## src/rtl/sfp_send_scheduler.sv

```systemverilog
// Multi-channel send scheduler: per-channel periodic, echo and kick-then-echo cmd_send
// generation with start-address latch and saturating sent-packet counter.

module sfp_send_ch #(
   parameter int ADDR_W    = 25,
   parameter int CNT_W     = 32,
   parameter int PULSE_LEN = 4,
   parameter int TXCNT_W   = 16
) (
   input  logic               i_clk_50,
   input  logic               i_rst_n,
   input  logic               i_link_ok,
   input  logic [1:0]         i_mode,
   input  logic [CNT_W-1:0]   i_period,
   input  logic [ADDR_W-1:0]  i_start_addr,
   input  logic               i_data_saved,
   input  logic               i_cnt_clr,
   output logic               o_cmd_send,
   output logic [ADDR_W-1:0]  o_start_ram_addr,
   output logic [TXCNT_W-1:0] o_tx_count
);

   typedef enum logic [1:0] {S_IDLE, S_COUNT, S_PULSE, S_ECHO} state_t;

   localparam logic [CNT_W-1:0] MIN_PER    = CNT_W'(PULSE_LEN + 1);
   localparam logic [CNT_W-1:0] PULSE_LAST = CNT_W'(PULSE_LEN - 1);
   localparam logic [1:0]       M_OFF      = 2'b00;
   localparam logic [1:0]       M_PER      = 2'b01;
   localparam logic [1:0]       M_KICK     = 2'b11;

   state_t              r_state, w_state_nxt;
   logic [CNT_W-1:0]    r_cnt, w_cnt_nxt;
   logic                r_cmd, w_cmd_nxt;
   logic                r_kick_done, w_kick_nxt;
   logic [1:0]          r_mode_q;
   logic [ADDR_W-1:0]   r_addr;
   logic [TXCNT_W-1:0]  r_tx;
   logic                w_per_zero;
   logic [CNT_W-1:0]    w_eff_last;
   logic                w_rise;

   // Period is clamped so the next compare can never land inside the pulse.
   assign w_per_zero = (i_period == '0);
   assign w_eff_last = ((i_period < MIN_PER) ? MIN_PER : i_period) - CNT_W'(1);

   always_comb begin
      w_state_nxt = r_state;
      w_cnt_nxt   = r_cnt;
      w_cmd_nxt   = r_cmd;
      w_kick_nxt  = r_kick_done;
      if (!i_link_ok || (i_mode != r_mode_q)) begin
         w_state_nxt = S_IDLE;
         w_cnt_nxt   = '0;
         w_cmd_nxt   = 1'b0;
         w_kick_nxt  = 1'b0;
      end else begin
         case (r_state)
            S_IDLE: begin
               w_cnt_nxt = '0;
               w_cmd_nxt = 1'b0;
               if ((i_mode == M_PER) || ((i_mode == M_KICK) && !r_kick_done))
                  w_state_nxt = S_COUNT;
               else if (i_mode != M_OFF)
                  w_state_nxt = S_ECHO;
            end
            S_COUNT: begin
               if (w_per_zero) begin
                  w_cnt_nxt = '0;
               end else if (r_cnt >= w_eff_last) begin
                  w_state_nxt = S_PULSE;
                  w_cnt_nxt   = '0;
                  w_cmd_nxt   = 1'b1;
               end else begin
                  w_cnt_nxt = r_cnt + CNT_W'(1);
               end
            end
            S_PULSE: begin
               // Counter keeps running through the pulse so the period is edge-to-edge.
               w_cnt_nxt = r_cnt + CNT_W'(1);
               if (r_cnt >= PULSE_LAST) begin
                  w_cmd_nxt = 1'b0;
                  if (i_mode == M_KICK) begin
                     w_kick_nxt  = 1'b1;
                     w_state_nxt = S_ECHO;
                     w_cnt_nxt   = '0;
                  end else begin
                     w_state_nxt = S_COUNT;
                     if (w_per_zero) w_cnt_nxt = '0;
                  end
               end
            end
            S_ECHO: begin
               w_cnt_nxt = '0;
               w_cmd_nxt = i_data_saved;
            end
            default: begin
               w_state_nxt = S_IDLE;
               w_cnt_nxt   = '0;
               w_cmd_nxt   = 1'b0;
            end
         endcase
      end
   end

   assign w_rise = w_cmd_nxt & ~r_cmd;

   always_ff @(posedge i_clk_50 or negedge i_rst_n) begin
      if (!i_rst_n) begin
         r_state     <= S_IDLE;
         r_cnt       <= '0;
         r_cmd       <= 1'b0;
         r_kick_done <= 1'b0;
         r_mode_q    <= '0;
         r_addr      <= '0;
         r_tx        <= '0;
      end else begin
         r_state     <= w_state_nxt;
         r_cnt       <= w_cnt_nxt;
         r_cmd       <= w_cmd_nxt;
         r_kick_done <= w_kick_nxt;
         r_mode_q    <= i_mode;
         if (w_rise) r_addr <= i_start_addr;
         if (i_cnt_clr)
            r_tx <= '0;
         else if (w_rise && (r_tx != '1))
            r_tx <= r_tx + TXCNT_W'(1);
      end
   end

   assign o_cmd_send       = r_cmd;
   assign o_start_ram_addr = r_addr;
   assign o_tx_count       = r_tx;

endmodule

module sfp_send_scheduler #(
   parameter int NUM_CH    = 4,
   parameter int ADDR_W    = 25,
   parameter int CNT_W     = 32,
   parameter int PULSE_LEN = 4,
   parameter int TXCNT_W   = 16
) (
   input  logic                             i_clk_50,
   input  logic                             i_rst_n,
   input  logic                             i_link_ok,
   input  logic [NUM_CH-1:0][1:0]           i_ch_mode,
   input  logic [NUM_CH-1:0][CNT_W-1:0]     i_ch_period,
   input  logic [NUM_CH-1:0][ADDR_W-1:0]    i_ch_start_addr,
   input  logic [NUM_CH-1:0]                i_data_saved,
   input  logic                             i_cnt_clr,
   output logic [NUM_CH-1:0]                o_cmd_send,
   output logic [NUM_CH-1:0][ADDR_W-1:0]    o_start_ram_addr,
   output logic [NUM_CH-1:0][TXCNT_W-1:0]   o_tx_count
);

   for (genvar g = 0; g < NUM_CH; g++) begin : g_ch
      sfp_send_ch #(
         .ADDR_W    (ADDR_W),
         .CNT_W     (CNT_W),
         .PULSE_LEN (PULSE_LEN),
         .TXCNT_W   (TXCNT_W)
      ) u_ch (
         .i_clk_50         (i_clk_50),
         .i_rst_n          (i_rst_n),
         .i_link_ok        (i_link_ok),
         .i_mode           (i_ch_mode[g]),
         .i_period         (i_ch_period[g]),
         .i_start_addr     (i_ch_start_addr[g]),
         .i_data_saved     (i_data_saved[g]),
         .i_cnt_clr        (i_cnt_clr),
         .o_cmd_send       (o_cmd_send[g]),
         .o_start_ram_addr (o_start_ram_addr[g]),
         .o_tx_count       (o_tx_count[g])
      );
   end

endmodule

```

## config.mk

```make
export PLATFORM = sky130hd
export DESIGN_NAME = sfp_send_scheduler
export DESIGN_NICKNAME = d
export VERILOG_FILES = /design/src/rtl/sfp_send_scheduler.sv
export SDC_FILE = /design/constraint.sdc
export NUM_CORES = 1
export LEC_CHECK = 0
export BUFFER_PORTS_ARGS = -buffer_cell sky130_fd_sc_hd__buf_2
export CORE_ASPECT_RATIO = 1.2
export CORE_MARGIN = 8
export CORE_UTILIZATION = 35
export DETAILED_ROUTE_END_ITERATION = 16
export PLACE_DENSITY_LB_ADDON = 0.25
export SYNTH_ARGS = -nofsm -noshare
export SYNTH_HDL_FRONTEND = slang
export SYNTH_SLANG_ARGS = --single-unit
```

## constraint.sdc

```tcl
create_clock -name i_clk_50 -period 3 [get_ports i_clk_50]
set_clock_uncertainty 0.1 [all_clocks]
set_input_delay 0.6 -clock i_clk_50 [delete_from_list [all_inputs] [get_ports i_clk_50]]
set_output_delay 0.6 -clock i_clk_50 [all_outputs]
set_load 0.02 [all_outputs]
```

After elaboration in Yosys (flattened, before gate mapping)
Cells that the tools add are included.

Add/subtract/negate cells: 12. Equality and inequality tests: 44. $lt $le $gt $ge: 12. Reductions and logical operators: 65. Mux-type cells: 108. Bitwise operators: 8.

Operators with widths (number): $mux W32 (28); $pmux W32 S3 (4); $add A32 B1 Y32 const B (4); $ge A32 B2 Y1 const B (4); $ge A32 B32 Y1 (4); $logic_not A32 Y1 (4); $lt A32 B3 Y1 const B (4); $mux W16 (8); $sub A32 B1 Y32 const B (4); $add A16 B1 Y16 const B (4); $ne A16 B16 Y1 const B (4); $mux W2 (28); $reduce_bool A2 Y1 (20); $mux W1 (32); $eq A2 B2 Y1 const B (12); $ne A3 B1 Y1 const B (8); $pmux W2 S3 (4); $reduce_and A5 Y1 (4); $eq A2 B1 Y1 const B (8); $ne A4 B1 Y1 const B (4); $pmux W1 S4 (4); $reduce_bool A4 Y1 (4); $ne A3 B3 Y1 const B (4); $reduce_and A3 Y1 (4); other kinds (8) (41).

Register bits after elaboration: 316. Logic and storage cells: 277.

Longest topological paths before layout
Gate-level depths: netlist (run 1).

Depth in word-level cells: 12. Depth in mapped cells: 25. Depth with buffers taken out: 22.

Hierarchy
From an unflattened synthesis (run 1), not the netlist that was laid out.

Cells, all modules: 2216. Area, all modules: 20688.6 um^2.

Modules (own cells, without submodules): sfp_send_ch at g_ch[0].u_ch ... (times used 2, cells each 541, area each 5148.7 um^2, sequential area each 1976.9 um^2); sfp_send_ch at g_ch[1].u_ch (times used 1, cells each 535, area each 5246.3 um^2, sequential area each 1976.9 um^2); sfp_send_ch at g_ch[3].u_ch (times used 1, cells each 599, area each 5144.9 um^2, sequential area each 1976.9 um^2).

Worst setup path before layout (run 1)
Ideal clock, no wire load.

Path type: input port to flip-flop. From: in i_ch_period[114] in the netlist's numbering. To: reg g_ch[3].u_ch.r_addr[10]. Slack: -3.127 ns. Required time: 2.775 ns. Arrival: 5.902 ns. Stages on the path: 24. Path buffers: 3. Cell sequence: or4_1 or3_1 clkbuf_1 nor3_2 nand2_1 nand2_1 ha_1 nand2_1 or3_1 or3_1 clkbuf_1 nor2_1 nand2_1 xor2_1 ha_1 nand4_1 nor2_1 a22o_1 or4_1 a21oi_1 nor3_1 o21ai_1 buf_2 mux2_2.

Longest elaborated chain between the ends: 9.

Ends and longest elaborated chain: start: declaration (line 147) `input logic [NUM_CH-1:0][CNT_W-1:0] i_ch_period,`; $lt A32 B3 Y1 (line 44) `assign w_eff_last = ((i_period < MIN_PER) ? MIN_PER : i_period) - CNT_W'(1);`; $mux W32 (line 44); $sub A32 B1 Y32 (line 44); $ge A32 B32 Y1 (line 69) `end else if (r_cnt >= w_eff_last) begin`; $mux W1 (line 69); $mux W1 (*) (line 67) `if (w_per_zero) begin`; $pmux W1 S4 (*) (line 57) `case (r_state)`; $mux W1 (*) (line 51) `if (!i_link_ok || (i_mode != r_mode_q)) begin`; $and A1 B1 Y1 (*) (line 105) `assign w_rise = w_cmd_nxt & ~r_cmd;`; end signal: assignment (line 122) `if (w_rise) r_addr <= i_start_addr;`; end: declaration (line 36) `logic [ADDR_W-1:0] r_addr;`.

Every way passes the cells marked *; elsewhere a longest branch is shown, timed or not. A chain may end at the register's enable or synchronous reset.

Worst setup path in the final report (run 1)
From: in i_ch_period[123] in the netlist's numbering. To: reg g_ch[3].u_ch.r_addr[11].

Same word-level chain as after synthesis.

==> results of run 1 <==
[cell usage after synthesis (all sizes together), types with 6 or more instances]
cell type and n:
a211oi 14, a21oi 80, a221oi 6, a31oi 6, and2 14, and3 43, and4 12, buf 21
clkbuf 32, dfrtp 316, ha 156, inv 36, mux2 104, nand2 147, nand2b 17, nand3 99
nand4 62, nor2 308, nor2b 17, nor3 70, nor3b 11, nor4 77, nor4b 9, o21a 7
o21ai 49, o21bai 7, o31ai 7, or2 12, or3 33, or4 18, xnor2 149, xor2 120
[layer usage]
| layer | vias to the layer above | part of all wire [%] | wire [µm] | track usage, % |
|---|---|---|---|---|
| met2 | 509 | 51 | 33750 | 33.70 |
| met4 | 0 | 3.9 | 2616 | 7.640 |
| met3 | 150 | 5.2 | 3461 | 3.678 |
| met1 | 9391 | 40 | 26800 | 22.60 |
| li1 | 9277 | - | - | - |
| met5 | - | 0 | 0 | 0 |
[cell type report]
| class | count | area, µm² |
|---|---|---|
| Inverter | 36 | 135.1 |
| Fill cell | 5051 | 26880 |
| Antenna cell | 5 | 12.51 |
| Clock inverter | 14 | 128.9 |
| Sequential cell | 316 | 7908 |
| Clock buffer | 52 | 1075 |
| Tap cell | 735 | 919.6 |
| Multi-Input combinational cell | 1719 | 13770 |
| Timing Repair Buffer | 842 | 6101 |
[placed cells by master (no fill, tap or decap), types with 50 or more instances in the layout]
cell type and instances:
nor2_1 237, mux2_4 78, buf_2 402, xnor2_1 145, dfrtp_1 316, nor2_4 51
nand4_1 62, nand2_1 136, xor2_1 119, ha_1 152, nand3_1 97, nor3_1 50
nor4_1 51, buf_4 364, a21oi_1 60
[how the worst max path moves through the flow]
stage	slack [ps]	from	depth (start not counted)	to
after detailed placement	-2970	i_ch_period[114]	24	g_ch[3].u_ch.o_tx_count[14]$_DFFE_PN0P_
after CTS	-2200	i_ch_period[58]	21	g_ch[1].u_ch.o_tx_count[13]$_DFFE_PN0P_
after global placement	-2860	i_ch_period[114]	24	g_ch[3].u_ch.o_tx_count[14]$_DFFE_PN0P_
after global routing	-2380	i_ch_period[113]	24	g_ch[3].u_ch.o_start_ram_addr[20]$_DFFE_PN0P_
final	-2250	i_ch_period[123]	24	g_ch[3].u_ch.o_start_ram_addr[11]$_DFFE_PN0P_
after floorplan	-2670	i_ch_period[114]	24	g_ch[3].u_ch.o_start_ram_addr[10]$_DFFE_PN0P_
[where the power goes]
part | internal, mW | switching (mW)
clock network | 2.68 | 1.84
registers | 4.28 | 0.0119
logic | 0.550 | 0.584
[timing repair]
item,in CTS,in global routing
gates resized for setup,140,190
hold endpoints to repair,29,0
buffers inserted,27,29
hold buffers,1,0
pin swaps,76,83
gates cloned,9,14
setup endpoints to repair,304,304
[cells by family after synthesis]
| logic type | share of synthesized area [%] |
|---|---|
| AND/OR/NAND/NOR | 24.04 |
| adder cells (fa/ha/maj) | 9.740 |
| multiplexers | 6.094 |
| flip-flops | 39.46 |
| XOR/XNOR | 11.76 |
| AO/OA/AOI/OAI | 6.986 |
| buffers and inverters | 1.929 |
[per-stage QoR]
| stage | cells | worst slack (ps) | setup TNS [ps] |
|---|---|---|---|
| finish | 3719 | -2247 | -592610 |
| global placement | 3582 | -2860 | -750320 |
| global route | 3716 | -2383 | -642750 |
| detailed placement | 3582 | -2967 | -770570 |
| CTS | 3683 | -2201 | -571520 |
| floorplan | 2123 | -2671 | -684150 |
[flip-flops by register name, indices dropped and copies added (netlist names)]
name,cells
g_ch.u_ch.r_cnt,128
g_ch.u_ch.o_start_ram_addr,100
g_ch.u_ch.o_tx_count,64
g_ch.u_ch.r_mode_q,8
g_ch.u_ch.r_state,8
g_ch.u_ch.o_cmd_send,4
g_ch.u_ch.r_kick_done,4
[worst max-delay path, stage by stage]
cell	delay, ps
buf_2	110
or4_1	550
or3_4	370
nor3_4	200
nand2_1	80
nand2_1	60
ha_2	190
nand2_2	50
or3_4	330
or3_4	420
buf_12	160
nor4_4	160
xnor2_2	160
ha_1	280
nand2_1	80
o21ai_1	70
a22o_1	210
or4_4	460
a21oi_4	170
nor3_4	60
o21ai_4	160
buf_12	160
clkbuf_16	160
mux2_4	290
==> results by stage, run 1 <==
Power and ir drop:
- The power after layout is 9.942 mW.
- Summed over all cells, the static leakage comes to about 14 nW.
- The power per standard cell area is 330.8 nW/µm².
- The worst-case vdd ir drop is ~0.32 mV.

Routing:
- The length of the first detailed-routing pass in iterations is 5.
- In the routed design, unresolved DRC markers number 0.
- The final route contains just under 20000 vias.
- Dividing the detail-routed wire length by the instance count gives about 18 µm.
- Wires add up to around 67 mm.
- The DRC violation total after the first TritonRoute iteration is 897.
- The remaining number of nets flagged by the antenna check after routing is 0.
- After detailed routing, the number of vias per cell comes to between 5 and 6.

Die:
- Measured along the y axis, the die boundary spans 278.1 µm.
- The effective utilization at floorplan is a little over a third.
- The placement row count is 96.
- The core area is 56930 µm².
- 412 I/O pins were placed.
- The floorplan step defined a die boundary enclosing roughly 65000 µm².
- The x dimension of the die is ~230 µm.

Clock tree:
- The clock-pin transition on the worst setup and hold timing paths is around 60 ps.
- TritonCTS built the clock tree.
- The clock drives between 300 and 400 sinks.
- The number of buffers inserted during clock tree synthesis is 38.
- The H-tree was split into 2 levels.
- The maximum count of clock buffers along a single path is 3.
- The clock network latency to the later pin of the worst-skew pair is 550 ps.
- The tree is rooted in a clkbuf_16.

GRT:
- The combined global-route utilization of all metal layers is between 10% and 20%.
- The global-route wire length before repair is just over 100 mm.
- The sum of overflow across all layers after global routing is 0.
- Entering global routing, the biggest net connects 77 pins.
- The initial antenna violation count was 4.
- The via count of the first global-routing pass is about 20000.

Setup path:
- The required time of the critical path is between 3000 and 4000 ps.
- The arrival time at the worst endpoint is roughly 5600 ps.
- STA classifies the critical path endpoint as a flip-flop.
- The startpoint type of the worst setup path is an input pin.
- Of all nets on the critical path, the largest fanout is 6.
- The depth of the most critical reg-to-reg path is 12.
- For flop-to-flop paths, the worst setup slack is -170 ps.
- The critical path class is in -> reg.
- The startpoint identified for the worst register-to-register timing path is g_ch[3].u_ch.r_cnt[0]$_DFF_PN0_.
- The worst flop-to-flop path endpoint is g_ch[3].u_ch.o_start_ram_addr[11]$_DFFE_PN0P_.

Placed design:
- Input and output buffers added on the ports amount to between 400 and 500.
- The area after detailed placement is 26590 µm².
- After legalization and detailed placement, the total HPWL measured around 50 mm.
- Routability-driven placement finished with a final weighted congestion of roughly 0.87.

Synthesis:
- The netlist area before placement is roughly 20000 µm².
- Yosys mapped a number of flops with a built-in enable equal to 0.
- For this run, the number of Yosys warnings is 0.
- Among all flip-flop cells after synthesis, the most frequent one is dfrtp_1.
- The post-synthesis average cell area is between 9 and 10 µm².
- The post-synthesis instance total is about 2100.
- The cell taking the most area after synthesis is dfrtp_1.
- The post-synthesis async set-or-reset flop share is 100.0%.
- By area the synthesized netlist is led by dfrtp_1, ha_1, xnor2_1.
- Sequential elements use around 39% of the synthesized area.
- After synthesis the netlist holds a flip-flop and latch count of between 300 and 400.
- Summed over its instances, the top area cell type makes up approximately 40% of the synthesized netlist area.
- The number of different library cells used by synthesis comes to 70.
- The number of nets handed over by synthesis was 2523.

Timing:
- Setup repair after global routing could not meet its margin everywhere.
- For this run, the top clock speed supported by timing is 0.1906 GHz.
- The routed design could run at a clock period as short as between 5000 and 6000 ps.
- The max-slew violation count was 0.
- The slew at the pin with the worst max-slew slack is about 1300 ps.
- The worst path setup slack after routing is -2247 ps.
- On the final layout, the worst hold slack is between 100 and 150 ps.
- The relative slew slack is ~15%.
- The final hold violation count is 0.
- The post-route fraction of the period consumed by the critical path is 174.9%.
- The number of endpoints failing setup at the final stage is just over 300.

Worst hold path:
- The type of the most critical hold path is in -> reg.
- In this run the most critical hold path is launched from i_ch_mode[7].
- Along the worst hold path, the cell count comes to 1.
- The worst-case hold path end point is g_ch[3].u_ch.r_mode_q[1]$_DFF_PN0_.

Cells and area:
- Of the cells placed in the final design, the portion with a size suffix greater than 1 is between 40% and 50%.
- The final standard cell area without fillers is between 30000 and 40000 µm².
- The final net count is around 3400.
- The area growth from synthesis to layout is 49.95%.
- For this run, the share of the core covered by cells in the final layout is between 50% and 60%.

Run:
- The number of violations of the max-capacitance limit is 0.

Outcome:
- The flow ran to the end, but the final reports show violations.
- The checks that failed: negative setup slack.
No activity file was read; power rests on OpenSTA's default activity.
==> run 2: changes to the inputs <==
--- a/config.mk
+++ b/config.mk
@@ -11,6 +11,7 @@
 export CORE_UTILIZATION = 35
 export DETAILED_ROUTE_END_ITERATION = 16
 export PLACE_DENSITY_LB_ADDON = 0.25
+export RECOVER_POWER = 25
 export SYNTH_ARGS = -nofsm -noshare
 export SYNTH_HDL_FRONTEND = slang
 export SYNTH_SLANG_ARGS = --single-unit
==> results by stage, run 2 (synthesized netlist as in run 1, its figures left out) <==
Setup path:
- The required time of the critical path is approximately 3300 ps.
- The critical path class is in -> reg.
- Traced cell by cell, the critical path runs through buf_2 > or4_1 > or3_4 > nor3_4 > nand2_1 > nand2_1 > ha_2 > nand2_2 > or3_4 > or3_4 > buf_12 > nor4_4 > xnor2_2 > ha_1 > nand2_1 > o21ai_1 > a22o_1 > or4_4 > a21oi_4 > nor3_4 > o21ai_4 > buf_12 > clkbuf_16 > mux2_4.
- The cell with the largest stage delay on the worst path is or4_1.
- The launch instance of the worst register-to-register path is g_ch[3].u_ch.r_cnt[0]$_DFF_PN0_.
- Counting cells, the worst reg-to-reg path comes to 12.
- Of all nets on the critical path, the largest fanout is 6.
- The arrival time at the worst endpoint is 5560 ps.
- For this run, the slowest stage of the critical path takes 550 ps.
- The critical path capture point type is a flip-flop.
- The worst setup path is launched from an input pin.
- Setup slack on the worst reg-to-reg path comes out at -160 ps.
- The worst flop-to-flop path endpoint is g_ch[3].u_ch.o_start_ram_addr[11]$_DFFE_PN0P_.

Cells and area:
- At the end of the flow, the number of nets in the layout was around 3400.
- The library cells used most frequently in the layout, excluding fill and tap cells, are buf_2, buf_4, dfrtp_1.
- The number of flip-flops under the largest register name is roughly 130.
- The most common library cell in the layout ignoring fill and taps is buf_2.
- The count of fill cells added during filler insertion is just over 5000.
- From synthesis to final layout, the design area changed by 49.63%.
- Cells with a size suffix above 1 make up roughly two fifths of the layout.
- The register with the most flip-flops in the final layout is g_ch.u_ch.r_cnt.
- The count of cells in the finished layout, fillers not included, comes to roughly 3700.

Timing:
- Setup repair after global routing could not meet its margin everywhere.
- The slew at the pin with the worst max-slew slack is between 2000 and 2500 ps.
- The relative slew slack is -49.24%.
- After layout, the worst path uses 174.9% of the clock period.
- The worst path setup slack after routing is -2248 ps.
- The time the worst path needs with I/O delays and setup is about 5200 ps.
- The max-slew violation count is 74.
- The number of endpoints failing setup at the final stage is 340.
- The highest clock rate is ~0.19 GHz.
- The final hold violation count is 0.

Worst hold path:
- The cell depth of the worst hold path is 1.
- The path class of the tightest hold or removal check is in -> reg.
- The beginning of the worst hold path is i_ch_mode[7].
- The worst hold path terminates at g_ch[3].u_ch.r_mode_q[1]$_DFF_PN0_.

Routing:
- The total routed wirelength is 66.65 mm.
- The DRC violation total after the first TritonRoute iteration is 800.
- The length of the first detailed-routing pass in iterations is 5.
- The remaining number of nets flagged by the antenna check after routing is 0.
- The via count normalized by instance count is 5.188.
- The routed wire length per instance is around 18 µm.
- Detailed routing inserted a total of 19290 vias.
- After detailed routing, the number of remaining DRC violations is 0.

Placed design:
- The half-perimeter wire length of the detailed placement result is 49.32 mm.
- The count of buffers inserted at the top-level ports is approximately 400.
- In this run, placement finished with an instance count of about 3600.
- At the end of routability-driven placement, the weighted congestion stood at slightly below 0.9.

Clock tree:
- TritonCTS built the clock tree.
- The count of H-tree levels built during CTS is 2.
- Clock-pin slew was measured on the worst setup and hold paths at about 60 ps.
- The number of buffers inserted during clock tree synthesis is 38.
- CTS placed an instance of clkbuf_16 at the clock tree root.
- The maximum count of clock buffers along a single path is 3.
- For the worst-skew pair, the clock arrives at the later sink with an insertion delay of roughly 540 ps.
- Clock tree synthesis found a total of approximately 320 sinks.

Run:
- The number of violations of the max-capacitance limit is 1.

GRT:
- Entering global routing, the biggest net connects 77 pins.
- The initial antenna violation count is 3.
- The combined global-route utilization of all metal layers is between 10% and 20%.
- The via count of the first global-routing pass is between 20000 and 25000.
- The sum of overflow across all layers after global routing is 0.
- The global-route wire length before repair is about 100 mm.

Power and ir drop:
- In this run the power density over the cells is between 300 and 400 nW/µm².
- The cell leakage power is 14.17 nW.
- The worst-case vdd ir drop is 0.3197 mV.
- The power after layout is 9.935 mW.

Die:
- The top-level I/O count is approximately 410.
- The x dimension of the die is roughly 230 µm.
- After floorplanning, the core was divided into between 90 and 100 placement rows.
- The core area is approximately 57000 µm².
- The die is between 200 and 300 µm tall.
- The effective utilization at floorplan is about a third.
- The area of the die is roughly 65000 µm².

Outcome:
- The run finished, with violations left.
- The final reports fail on max-capacitance violations, max-slew violations, negative setup slack.
-- run 2: cell types whose count changed in the layout (fill, tap and decap cells not counted), sizes merged --
| cell | change |
|---|---|
| buf | -13 |
| diode | -1 |
| clkbuf | +13 |
-- run 2: through the flow --
step,area (µm²),utilization [%],hold WS (ps),setup TNS (ps),setup slack (ps)
floorplan,21060,-,204.4,-684150,-2671
global placement,26590,46.71,376.4,-750320,-2860
detailed placement,26590,46.71,383.3,-770570,-2967
CTS,28890,50.74,104.0,-571520,-2201
global route,29980,52.66,153.2,-686210,-2383
finish,29990,52.67,188.5,-602740,-2248
-- run 2: worst max path at each step --
stage / start / to / slack (ps) / cells past startpoint
final: i_ch_period[123] / g_ch[3].u_ch.o_start_ram_addr[11]$_DFFE_PN0P_ / -2250 / 24
after global routing: i_ch_period[113] / g_ch[3].u_ch.o_start_ram_addr[20]$_DFFE_PN0P_ / -2380 / 24
after CTS: i_ch_period[58] / g_ch[1].u_ch.o_tx_count[13]$_DFFE_PN0P_ / -2200 / 21
after detailed placement: i_ch_period[114] / g_ch[3].u_ch.o_tx_count[14]$_DFFE_PN0P_ / -2970 / 24
after global placement: i_ch_period[114] / g_ch[3].u_ch.o_tx_count[14]$_DFFE_PN0P_ / -2860 / 24
after floorplan: i_ch_period[114] / g_ch[3].u_ch.o_start_ram_addr[10]$_DFFE_PN0P_ / -2670 / 24
-- run 2: final cells by class --
type | count | area (µm²) | share of cell area (%)
inverter | 36 | 135.1 | 0.4506
multi-input combinational | 1719 | 13770 | 45.92
tap | 735 | 919.6 | 3.067
clock buffer | 52 | 1075 | 3.584
clock inverter | 14 | 128.9 | 0.4298
timing repair buffer | 842 | 6040 | 20.14
antenna | 4 | 10.01 | 0.03338
sequential | 316 | 7908 | 26.37
-- run 2: per-layer routing --
layer / vias up / part of all wire (%) / global-route usage, %
li1: 9278 / - / -
met1: 9375 / 40 / 22.60
met2: 488 / 51 / 33.70
met3: 148 / 5.1 / 3.678
met4: 0 / 3.9 / 7.640
met5: - / 0 / 0
-- run 2: power breakdown --
group | total (mW) | switching [mW] | internal (mW) | leakage [nW]
clock | 4.52 | 1.84 | 2.68 | 0.594
sequential | 4.29 | 0.0119 | 4.28 | 4.40
combinational | 1.12 | 0.582 | 0.542 | 9.18
total | 9.93 | 2.44 | 7.50 | 14.2
-- run 2: what timing repair did --
item	4_1_cts	5_1_grt
endpoints found under the hold margin	29	0
gates resized for setup	140	190
setup endpoints to repair	304	304
pin swaps	76	83
hold buffers	1	0
cloned	9	14
setup buffers	27	29
-- run 2: worst max-delay path: cells and delay by family --
| family | cells | cell delay [ps] |
|---|---|---|
| fa+ha+maj | 2 | 460 |
| compound gates | 4 | 610 |
| xor+xnor | 1 | 160 |
| simple gates | 12 | 2830 |
| buf+inv | 4 | 590 |
| mux | 1 | 290 |
==> run 3: changes to the inputs <==
==> constraint.sdc (replaced) <==
create_clock -name i_clk_50 -period 3 [get_ports i_clk_50]
set_clock_uncertainty 0.1 [all_clocks]
set_input_delay 0.45 -clock i_clk_50 [delete_from_list [all_inputs] [get_ports i_clk_50]]
set_output_delay 0.45 -clock i_clk_50 [all_outputs]
set_load 0.02 [all_outputs]
==> results by stage, run 3 (synthesized netlist as in run 1, its figures left out) <==
Outcome:
- The flow ran to the end, but the final reports show violations.
- The final reports fail on negative setup slack.

Run:
- Across the run, the number of max-cap violations was 0.

GRT:
- For this run, the total global-route usage over all layers was measured as around 20%.
- The initial antenna violation count was 4.
- The via count of the first global-routing pass is between 20000 and 25000.
- Entering global routing, the biggest net connects 85 pins.
- The global-route wire length before repair is between 100 and 150 mm.
- The sum of overflow across all layers after global routing is 0.

Clock tree:
- The count of H-tree levels built during CTS is 2.
- The maximum count of clock buffers along a single path is 3.
- The CTS tree is done.
- Clock latency on the worst-skew pair, taken at its later pin, is roughly 560 ps.
- Clock tree synthesis found a total of between 300 and 400 sinks.
- The root buffer cell is clkbuf_16.
- After clock tree synthesis, the clock-pin slew on the worst setup and hold paths is 60 ps.
- Counting the buffers created by CTS gives 38.

Cells and area:
- The area of the multi-input gates is between 10000 and 15000 µm².
- The count of fill cells added during filler insertion is between 5000 and 6000.
- The most common library cell in the layout ignoring fill and taps is buf_2.
- The final net count is 3451.
- The area growth from synthesis to layout is 53.37%.
- Leaving out fill and tap cells, the most frequent cells in the layout are buf_2, buf_4, dfrtp_1.
- The largest register by flop count is g_ch.u_ch.r_cnt.
- The number of flip-flops under the largest register name is approximately 130.
- The fraction of layout instances using a drive strength above 1 is 39.68%.
- The sequential standard cell area is ~8000 µm².

Routing:
- The remaining number of nets flagged by the antenna check after routing is 0.
- Wires add up to just under 70 mm.
- The pre-antenna-repair detailed-routing pass consisted of 5 iterations.
- The count of vias placed by the detailed router is roughly 20000.
- For this block, the initial DRC count from the detailed router was just over 900.
- The via count normalized by instance count is around 5.2.
- The number of remaining DRC errors is 0.
- In the final routed layout, each cell accounts on average for 17.69 µm.

Timing:
- Headroom to the max-slew limit came out at approximately 7.5%.
- The final hold violation count is 0.
- The number of endpoints failing setup at the final stage is just over 300.
- The final hold slack is roughly 43 ps.
- The slew at the pin with the worst max-slew slack is 1387 ps.
- The worst path setup slack after routing is -2094 ps.
- The max-slew violation count came to 0.
- The smallest clock period supported by the final layout is computed as 5094 ps.
- Setup repair after global routing could not meet its margin everywhere.
- For this run, the top clock speed supported by timing is between 0.15 and 0.2 GHz.
- The post-route fraction of the period consumed by the critical path is 169.8%.

Setup path:
- The critical path class is in -> reg.
- The signal on the critical path passes through buf_6 > or4_4 > or4_4 > or4b_4 > a211oi_4 > nand2b_4 > ha_4 > nand2_4 > or3_4 > nor2_4 > nand3_2 > xor2_1 > ha_1 > o2111ai_2 > a31oi_1 > nor2_2 > nor4b_4 > a211o_2 > nand2_4 > buf_12 > or3_1 > a21oi_2.
- The required time of the critical path is 3380 ps.
- Of all nets on the critical path, the largest fanout is 9.
- The cell with the largest stage delay on the worst path is or4_4.
- On the worst path, the slowest cell contributes a delay of around 530 ps.
- The most critical setup path has its startpoint at i_ch_period[58].
- The launch instance of the worst register-to-register path is g_ch[3].u_ch.r_cnt[0]$_DFF_PN0_.
- Data on the critical path arrives at its endpoint at 5470 ps.
- The critical path capture point type is a flip-flop.
- The kind of cell with the highest combined delay along the critical path is simple AND/OR/NAND/NOR gates.
- The startpoint type of the worst setup path is an input pin.
- The critical path contains buffers and inverters numbering 2 combined.

Die:
- In this run the count of I/O pins placed on the die edge is roughly 410.
- The effective utilization at floorplan is 35.20%.
- The core area is 56930 µm².
- The placement row count is between 90 and 100.
- The area of the die is roughly 65000 µm².
- From left edge to right edge, the die measures 234.4 µm.
- In this run the vertical extent of the chip is 278.1 µm.

Placed design:
- The worst setup timing slack at the placement stage is -2848 ps.
- Routability-driven placement finished with a final weighted congestion of between 0.8 and 0.9.
- Once detailed placement completed, the half-perimeter wirelength came to a little under 50 mm.
- In this run the tool buffered the top-level ports with 411 buffer cells.

Power and ir drop:
- The worst-case vdd ir drop is between 0.3 and 0.4 mV.
- The cell leakage power is 14.61 nW.
- The power per standard cell area is 332.8 nW/µm².

Worst hold path:
- In this run the most critical hold path is launched from i_ch_start_addr[22].
- The path class of the tightest hold or removal check is in -> reg.
run 3: changes by cell type in the layout (fill, tap and decap cells not counted), moves of 6 or more:
cell,delta
dlygate4sd3_1,+88
nor2_4,-39
nor2_1,+30
buf_4,+11
buf_6,+11
nor2_2,+9
buf_2,-6
clkinv_2,-6
run 3: stage by stage:
stage	area, µm²	instances	setup TNS [ps]	total power, mW	utilization [%]
floorplan	21060	2123	-638550	4.727	-
global placement	26510	3578	-702260	5.346	46.57
detailed placement	26510	3578	-722470	5.377	46.57
CTS	29970	3790	-509110	10.37	52.64
global route	30730	3817	-587610	10.67	53.98
finish	30740	3818	-534310	10.23	53.99
run 3: where the power goes:
group	internal [mW]	total, mW	switching [mW]
registers	4.28	4.29	0.0116
clock network	2.83	4.73	1.90
logic	0.619	1.21	0.592
total	7.72	10.2	2.51
run 3: layer usage:
layer	up-vias	part of all wire, %	track usage (%)
li1	9454	-	-
met1	9598	40	22.58
met3	126	5.6	4.126
met4	2	3.8	8.042
met2	490	51	35.33
met5	-	0.019	0
run 3: area by class of cell:
type                    instances  share of cell area (%)
multi-input cells            1719                   43.85
flip-flops and latches        316                   25.73
repair buffers                940                   22.77
clock buffers                  58                   3.733
well taps                     735                   2.992
clock inverters                11                  0.4600
inverters                      36                  0.4396
diodes                          3                 0.02442
run 3: what timing repair did:
item	CTS	global route
hold buffers	87	2
resized for setup	149	115
pin swaps	48	50
endpoints found under the hold margin	162	2
gates cloned	13	7
buffers inserted	47	25
setup endpoints to repair	304	304
run 3: path summary, 6_finish.rpt:
check                                                                end  slack [ps]  cells past startpoint
max                              g_ch[1].u_ch.o_tx_count[10]$_DFFE_PN0P_       -2090                     22
min                        g_ch[0].u_ch.o_start_ram_addr[22]$_DFFE_PN0P_          40                      2
max reg2reg                             g_ch[3].u_ch.r_cnt[24]$_DFF_PN0_        -120                     14
min reg2reg                              g_ch[3].u_ch.r_cnt[0]$_DFF_PN0_         390                      1
max in group asynchronous                g_ch[3].u_ch.r_cnt[4]$_DFF_PN0_         460                      3
min in group asynchronous               g_ch[1].u_ch.r_cnt[13]$_DFF_PN0_         680                      2
